File: src/rtl/grid_access_arbiter_if.sv
// Requester-side bundle for the grid arbiter: game port A (read/write)
// and renderer port B (read only).
interface grid_access_arbiter_if;
    logic       a_req;
    logic       a_we;
    logic [4:0] a_x;
    logic [4:0] a_y;
    logic [3:0] a_wdata;
    logic       a_gnt;
    logic       a_rvalid;
    logic [3:0] a_rdata;
    logic       b_req;
    logic [4:0] b_x;
    logic [4:0] b_y;
    logic       b_gnt;
    logic       b_rvalid;
    logic [3:0] b_rdata;

    modport master (
        output a_req, a_we, a_x, a_y, a_wdata, b_req, b_x, b_y,
        input  a_gnt, a_rvalid, a_rdata, b_gnt, b_rvalid, b_rdata
    );

    modport slave (
        input  a_req, a_we, a_x, a_y, a_wdata, b_req, b_x, b_y,
        output a_gnt, a_rvalid, a_rdata, b_gnt, b_rvalid, b_rdata
    );
endinterface

File: src/rtl/grid_access_arbiter.sv
// Owns the grid cell RAM: round-robin A/B access, coordinate translation,
// out-of-range reads as OOB_CODE, and a clear sequencer.
module grid_access_arbiter #(
    parameter int         GRID_SIZE_X = 32,
    parameter int         GRID_SIZE_Y = 24,
    parameter int         ADDR_W      = 10,
    parameter logic [3:0] OOB_CODE    = 4'b0010,
    parameter logic [3:0] CLEAR_CODE  = 4'b0000
) (
    input  logic                  clk,
    input  logic                  rst,
    input  logic                  clear_req,
    output logic                  ready,
    grid_access_arbiter_if.slave  bus,
    output logic [ADDR_W-1:0]     mem_addr,
    output logic                  mem_we,
    output logic [3:0]            mem_wdata,
    input  logic [3:0]            mem_rdata
);
    localparam int CELLS = GRID_SIZE_X * GRID_SIZE_Y;
    localparam int CW    = ADDR_W + 1;

    typedef enum logic {CLEAR, SERVE} state_t;

    state_t          state;
    logic [CW-1:0]   cnt;
    logic            last_b;
    logic            p1_v, p1_b, p1_oob;
    logic            p2_v, p2_b, p2_oob;

    logic            a_el, b_el, pick_a, pick_b;
    logic [4:0]      sel_x, sel_y;
    logic            sel_we, sel_oob;
    logic [ADDR_W-1:0] sel_addr;

    function automatic logic is_oob(input logic [4:0] x, input logic [4:0] y);
        return (32'(x) >= 32'(GRID_SIZE_X)) || (32'(y) >= 32'(GRID_SIZE_Y));
    endfunction

    function automatic logic [ADDR_W-1:0] lin(input logic [4:0] x, input logic [4:0] y);
        return ADDR_W'(32'(y) * 32'(GRID_SIZE_X) + 32'(x));
    endfunction

    // A port whose grant is showing this cycle is ignored so a held req
    // is not granted twice while the requester drops it.
    always_comb begin
        a_el     = bus.a_req && !bus.a_gnt;
        b_el     = bus.b_req && !bus.b_gnt;
        pick_a   = a_el && (!b_el || last_b);
        pick_b   = b_el && !pick_a;
        sel_x    = pick_a ? bus.a_x : bus.b_x;
        sel_y    = pick_a ? bus.a_y : bus.b_y;
        sel_we   = pick_a && bus.a_we;
        sel_oob  = is_oob(sel_x, sel_y);
        sel_addr = lin(sel_x, sel_y);
    end

    always_ff @(posedge clk) begin
        if (!rst) begin
            state        <= CLEAR;
            cnt          <= '0;
            last_b       <= 1'b1;
            ready        <= 1'b0;
            mem_addr     <= '0;
            mem_we       <= 1'b0;
            mem_wdata    <= '0;
            bus.a_gnt    <= 1'b0;
            bus.b_gnt    <= 1'b0;
            bus.a_rvalid <= 1'b0;
            bus.b_rvalid <= 1'b0;
            bus.a_rdata  <= '0;
            bus.b_rdata  <= '0;
            p1_v         <= 1'b0;
            p1_b         <= 1'b0;
            p1_oob       <= 1'b0;
            p2_v         <= 1'b0;
            p2_b         <= 1'b0;
            p2_oob       <= 1'b0;
        end else begin
            bus.a_gnt    <= 1'b0;
            bus.b_gnt    <= 1'b0;
            p1_v         <= 1'b0;
            p2_v         <= p1_v;
            p2_b         <= p1_b;
            p2_oob       <= p1_oob;
            bus.a_rvalid <= p2_v && !p2_b;
            bus.b_rvalid <= p2_v && p2_b;
            if (p2_v && !p2_b)
                bus.a_rdata <= p2_oob ? OOB_CODE : mem_rdata;
            if (p2_v && p2_b)
                bus.b_rdata <= p2_oob ? OOB_CODE : mem_rdata;

            unique case (state)
                CLEAR: begin
                    if (cnt == CW'(CELLS)) begin
                        state  <= SERVE;
                        ready  <= 1'b1;
                        mem_we <= 1'b0;
                    end else begin
                        mem_we    <= 1'b1;
                        mem_addr  <= cnt[ADDR_W-1:0];
                        mem_wdata <= CLEAR_CODE;
                        cnt       <= cnt + 1'b1;
                    end
                end
                SERVE: begin
                    mem_we <= 1'b0;
                    if (clear_req) begin
                        state <= CLEAR;
                        cnt   <= '0;
                        ready <= 1'b0;
                    end else if (pick_a || pick_b) begin
                        bus.a_gnt <= pick_a;
                        bus.b_gnt <= pick_b;
                        last_b    <= pick_b;
                        mem_addr  <= sel_addr;
                        mem_we    <= sel_we && !sel_oob;
                        if (pick_a)
                            mem_wdata <= bus.a_wdata;
                        p1_v      <= !sel_we;
                        p1_b      <= pick_b;
                        p1_oob    <= sel_oob;
                    end
                end
                default: state <= CLEAR;
            endcase
        end
    end
endmodule
File: src/flat_wrapper.sv
// flat-port wrapper written by rule: the top's interface ports become plain ports
module grid_access_arbiter_flat 
#(
    parameter int         GRID_SIZE_X = 32,
    parameter int         GRID_SIZE_Y = 24,
    parameter int         ADDR_W      = 10,
    parameter logic [3:0] OOB_CODE    = 4'b0010,
    parameter logic [3:0] CLEAR_CODE  = 4'b0000
)
  (clk, rst, clear_req, ready, mem_addr, mem_we, mem_wdata, mem_rdata, bus_a_req, bus_a_we, bus_a_x, bus_a_y, bus_a_wdata, bus_b_req, bus_b_x, bus_b_y, bus_a_gnt, bus_a_rvalid, bus_a_rdata, bus_b_gnt, bus_b_rvalid, bus_b_rdata);
  grid_access_arbiter_if bus_i ();
  input  logic clk;
  input  logic rst;
  input  logic clear_req;
  output logic ready;
  output logic [ADDR_W-1:0] mem_addr;
  output logic mem_we;
  output logic [3:0] mem_wdata;
  input  logic [3:0] mem_rdata;
  input wire logic [$bits(bus_i.a_req)-1:0] bus_a_req;
  input wire logic [$bits(bus_i.a_we)-1:0] bus_a_we;
  input wire logic [$bits(bus_i.a_x)-1:0] bus_a_x;
  input wire logic [$bits(bus_i.a_y)-1:0] bus_a_y;
  input wire logic [$bits(bus_i.a_wdata)-1:0] bus_a_wdata;
  input wire logic [$bits(bus_i.b_req)-1:0] bus_b_req;
  input wire logic [$bits(bus_i.b_x)-1:0] bus_b_x;
  input wire logic [$bits(bus_i.b_y)-1:0] bus_b_y;
  output wire logic [$bits(bus_i.a_gnt)-1:0] bus_a_gnt;
  output wire logic [$bits(bus_i.a_rvalid)-1:0] bus_a_rvalid;
  output wire logic [$bits(bus_i.a_rdata)-1:0] bus_a_rdata;
  output wire logic [$bits(bus_i.b_gnt)-1:0] bus_b_gnt;
  output wire logic [$bits(bus_i.b_rvalid)-1:0] bus_b_rvalid;
  output wire logic [$bits(bus_i.b_rdata)-1:0] bus_b_rdata;
  assign bus_i.a_req = bus_a_req;
  assign bus_i.a_we = bus_a_we;
  assign bus_i.a_x = bus_a_x;
  assign bus_i.a_y = bus_a_y;
  assign bus_i.a_wdata = bus_a_wdata;
  assign bus_i.b_req = bus_b_req;
  assign bus_i.b_x = bus_b_x;
  assign bus_i.b_y = bus_b_y;
  assign bus_a_gnt = bus_i.a_gnt;
  assign bus_a_rvalid = bus_i.a_rvalid;
  assign bus_a_rdata = bus_i.a_rdata;
  assign bus_b_gnt = bus_i.b_gnt;
  assign bus_b_rvalid = bus_i.b_rvalid;
  assign bus_b_rdata = bus_i.b_rdata;
  grid_access_arbiter #(.GRID_SIZE_X(GRID_SIZE_X), .GRID_SIZE_Y(GRID_SIZE_Y), .ADDR_W(ADDR_W), .OOB_CODE(OOB_CODE), .CLEAR_CODE(CLEAR_CODE)) u_core (.clk(clk), .rst(rst), .clear_req(clear_req), .ready(ready), .bus(bus_i), .mem_addr(mem_addr), .mem_we(mem_we), .mem_wdata(mem_wdata), .mem_rdata(mem_rdata));
endmodule
File: config.mk
export PLATFORM = sky130hd
export DESIGN_NAME = grid_access_arbiter_flat
export DESIGN_NICKNAME = d
export VERILOG_FILES = /design/src/rtl/grid_access_arbiter_if.sv /design/src/rtl/grid_access_arbiter.sv /design/src/flat_wrapper.sv
export SDC_FILE = /design/constraint.sdc
export NUM_CORES = 1
export LEC_CHECK = 0
export ABC_AREA = 1
export CAP_MARGIN = 20
export CELL_PAD_IN_SITES_DETAIL_PLACEMENT = 1
export CELL_PAD_IN_SITES_GLOBAL_PLACEMENT = 1
export CORE_MARGIN = 2
export CORE_UTILIZATION = 34
export DETAILED_ROUTE_END_ITERATION = 8
export PLACE_DENSITY_LB_ADDON = 0.25
export SLEW_MARGIN = 20
export SYNTH_ARGS = -nofsm -noshare
export SYNTH_HDL_FRONTEND = slang
export SYNTH_SLANG_ARGS = --single-unit
File: constraint.sdc
create_clock -name clk -period 1.8 [get_ports clk]
set_input_delay 0.27 -clock clk [delete_from_list [all_inputs] [get_ports clk]]
set_output_delay 0.27 -clock clk [all_outputs]
set_load 0.005 [all_outputs]
==> flow_summary.yaml <==
global_route:
  grt_pass1_wl_um: 11600
  grt_start_max_net_pins: 19
  grt_overflow: 0
  grt_pass1_vias: 2501
  antenna_found_initial: 0
  gr-usage-all-layers_pct: 19.3
clock_network:
  cts_tree: "yes"
  post-cts-setup-buffers: 0
  cts_resized: 0
  clk_path_buf_depth: 2
  path_clk_slew_ps: 90
  cts_root_buffer: "clkbuf_8"
  cts_hold_buf: 0
  cts_made_buffers: 5
  clk_latency_ps: 300
  clkSinkCount: 47
  cts_max_level: 2
synthesis:
  synth.top_cell.area_share_pct: 39.8
  ys_seq_area_share_pct: 39.8
  syn_inst: 351
  ys.flop_type: "dfxtp_1"
  avgSynthCellArea_um2: 6.74
  yosysMostFrequentCell: "nand2_1"
  async_reset_ff_share_pct: 0
  synth_seq_cells: 47
  synth_top_area_cell: "dfxtp_1"
  netlist_area_um2: 2360
  synth_edf_count: 0
  ys_top_cells_by_area: "dfxtp_1, nand2_1, nor2_1"
  synth_top_cells_by_count: "nand2_1, nor2_1, dfxtp_1, inv_1, nand3_1"
  syn-num-nets: 387
  yosys_warnings: 0
  ys_types: 32
power:
  irDropWorstVdd_uv: 384
  pwr-share-clk_pct: 33.7
  p_switching_mw: 0.462
  p_int_mw: 1.47
  powerDensity_nw_per_um2: 604
  combPwrFrac_pct: 11.2
  p_seq_share_pct: 55.0
  swShare_pct: 23.9
  leakage_nw: 1.37
  p_total_mw: 1.93
sta:
  clock.fmax_mhz: 628
  tightest_slew_ps: 335
  rsz0062_at_grt: "false"
  finalCritPeriodShare_pct: 88.5
  finalHoldViolations: 0
  setup_viol: 0
  fin_skew_ps: 6.82
  drv_slew: 0
  post-route-min-period_ps: 1590
  totalNegativeSetupSlack_ps: 0
  hold_ws_ps: 452
  relSlewSlack_pct: 77.7
detailed_routing:
  maxUsedRoutingLayer: "met4"
  drt-initial-drc-count: 62
  vias: 2416
  met1Wirelength_um: 3390
  met2_wirelength_um: 3370
  routedWlPerCell_um: 14.0
  dr.pass1.iters: 4
  wl_met3_um: 175
  drtAntennaViolNets: 0
  vias_per_cell: 4.83
  routed_wl_um: 6980
  drc: 0
critical_path:
  cp.required_ps: 2040
  end_kind: "flop"
  path_cells: "ha_1, nand2_1, nor2_2, nand2_1, nand2_1, nand2_1, nor2_1, nand2_1, a21oi_1"
  start_kind: "flop"
  critPathKind: "reg2reg"
  slowest_stage: "dfxtp_1"
  crit_top_cell: "nand2_1"
  critPathMaxStageDelay_ps: 470
  crit_fanout: 6
  cp.arrival_ps: 1830
layout:
  fill_cells: 888
  drive_above_1_share_pct: 10.2
  final_cells: 500
  nets: 456
  n_antenna_cell: 0
  area_growth_pct: 35.3
  design_area_um2: 3200
die:
  die_x_um: 87.4
  die_h_um: 87.4
  initial_core_util_pct: 35.0
  die_area_um2: 7640
  rows: 30
  core_um2: 6760
  ios: 62
place:
  dp_cells: 493
  dp_hpwl_um: 5670
  dpl_cell_area_um2: 3110
  placement.io_buffers: 61
  place.gp.congestion: 0.802
flow_run:
  maxCapViolations: 0
worst_hold_path:
  hold_class: "reg2reg"
status:
  status: "finished clean"
## state kept, by name, indices dropped and copies added (netlist names), 4 cells and up
signal / count
u_core.cnt: 11
u_core.bus.b_rdata: 4
u_core.mem_wdata: 4
u_core.bus.a_rdata: 4
u_core.mem_addr: 10
## power by group through the flow
stage | Combinational (mW) | Sequential (mW) | Clock, mW
after floorplan | 0.0947 | 1.08 | 0
after global placement | 0.214 | 1.09 | 0
after detailed placement | 0.217 | 1.09 | 0
after CTS | 0.219 | 1.06 | 0.673
after global routing | 0.240 | 1.06 | 0.711
final | 0.217 | 1.06 | 0.652
## metal layers
metal  up-vias  track usage (%)
met5         -                0
met4         0             4.62
met3         4             3.03
met2        32             32.5
met1      1153             25.9
li1       1227                -
## per-stage QoR
| step | worst slack, ps | util, % |
|---|---|---|
| 3_5_place_dp | 44.7 | 46.1 |
| 6_report | 208 | 47.4 |
| 3_3_place_gp | 72.4 | 46.1 |
| 5_1_grt | 85.9 | 47.4 |
| 2_1_floorplan | 488 | - |
| 4_1_cts | 211 | 47.4 |
## layout make-up
class                           count  area [um2]  area share [%]
Tap cell                           80         100            3.13
Multi-Input combinational cell    248        1180            36.7
Sequential cell                    47         941            29.4
Timing Repair Buffer               73         726            22.7
Clock buffer                        6        82.6            2.58
Clock inverter                      1        5.00           0.156
Inverter                           45         170            5.32
## logic make-up (layout without fill, tap and decap cells)
logic type	after synthesis	count (layout)	share of synthesized area [%]
compound gates	38	38	8.94
xor+xnor	2	2	0.741
fa+ha+maj	2	2	1.06
buf+inv	56	125	10.5
flops	47	47	39.8
simple gates	206	206	39.0
## path summary, 6_finish.rpt
kind / from / end / slack, ps / depth (start not counted)
min: u_core.p1_oob / u_core.p2_oob / 450 / 2
max: u_core.cnt[1] / u_core.cnt[8] / 210 / 9
max reg2reg: u_core.cnt[1] / u_core.cnt[8] / 210 / 9
min reg2reg: u_core.p1_oob / u_core.p2_oob / 450 / 2
## worst max-delay path, delay by kind of cell, from the launching register on
kind / cells / cell delay (ps)
adder cells (fa/ha/maj): 1 / 310
AO/OA/AOI/OAI: 1 / 110
flip-flops: 1 / 470
AND/OR/NAND/NOR: 7 / 640
## cells in the final DEF (no fill, tap or decap), types with 10 or more instances in the layout
master and count:
a21oi_1 15, buf_4 10, clkdlybuf4s50_1 61, dfxtp_1 47, inv_1 40, nand2_1 91, nand3_1 23, nand3b_1 10
nor2_1 61, o21ai_0 17
Power figures use the tool's default switching activity.
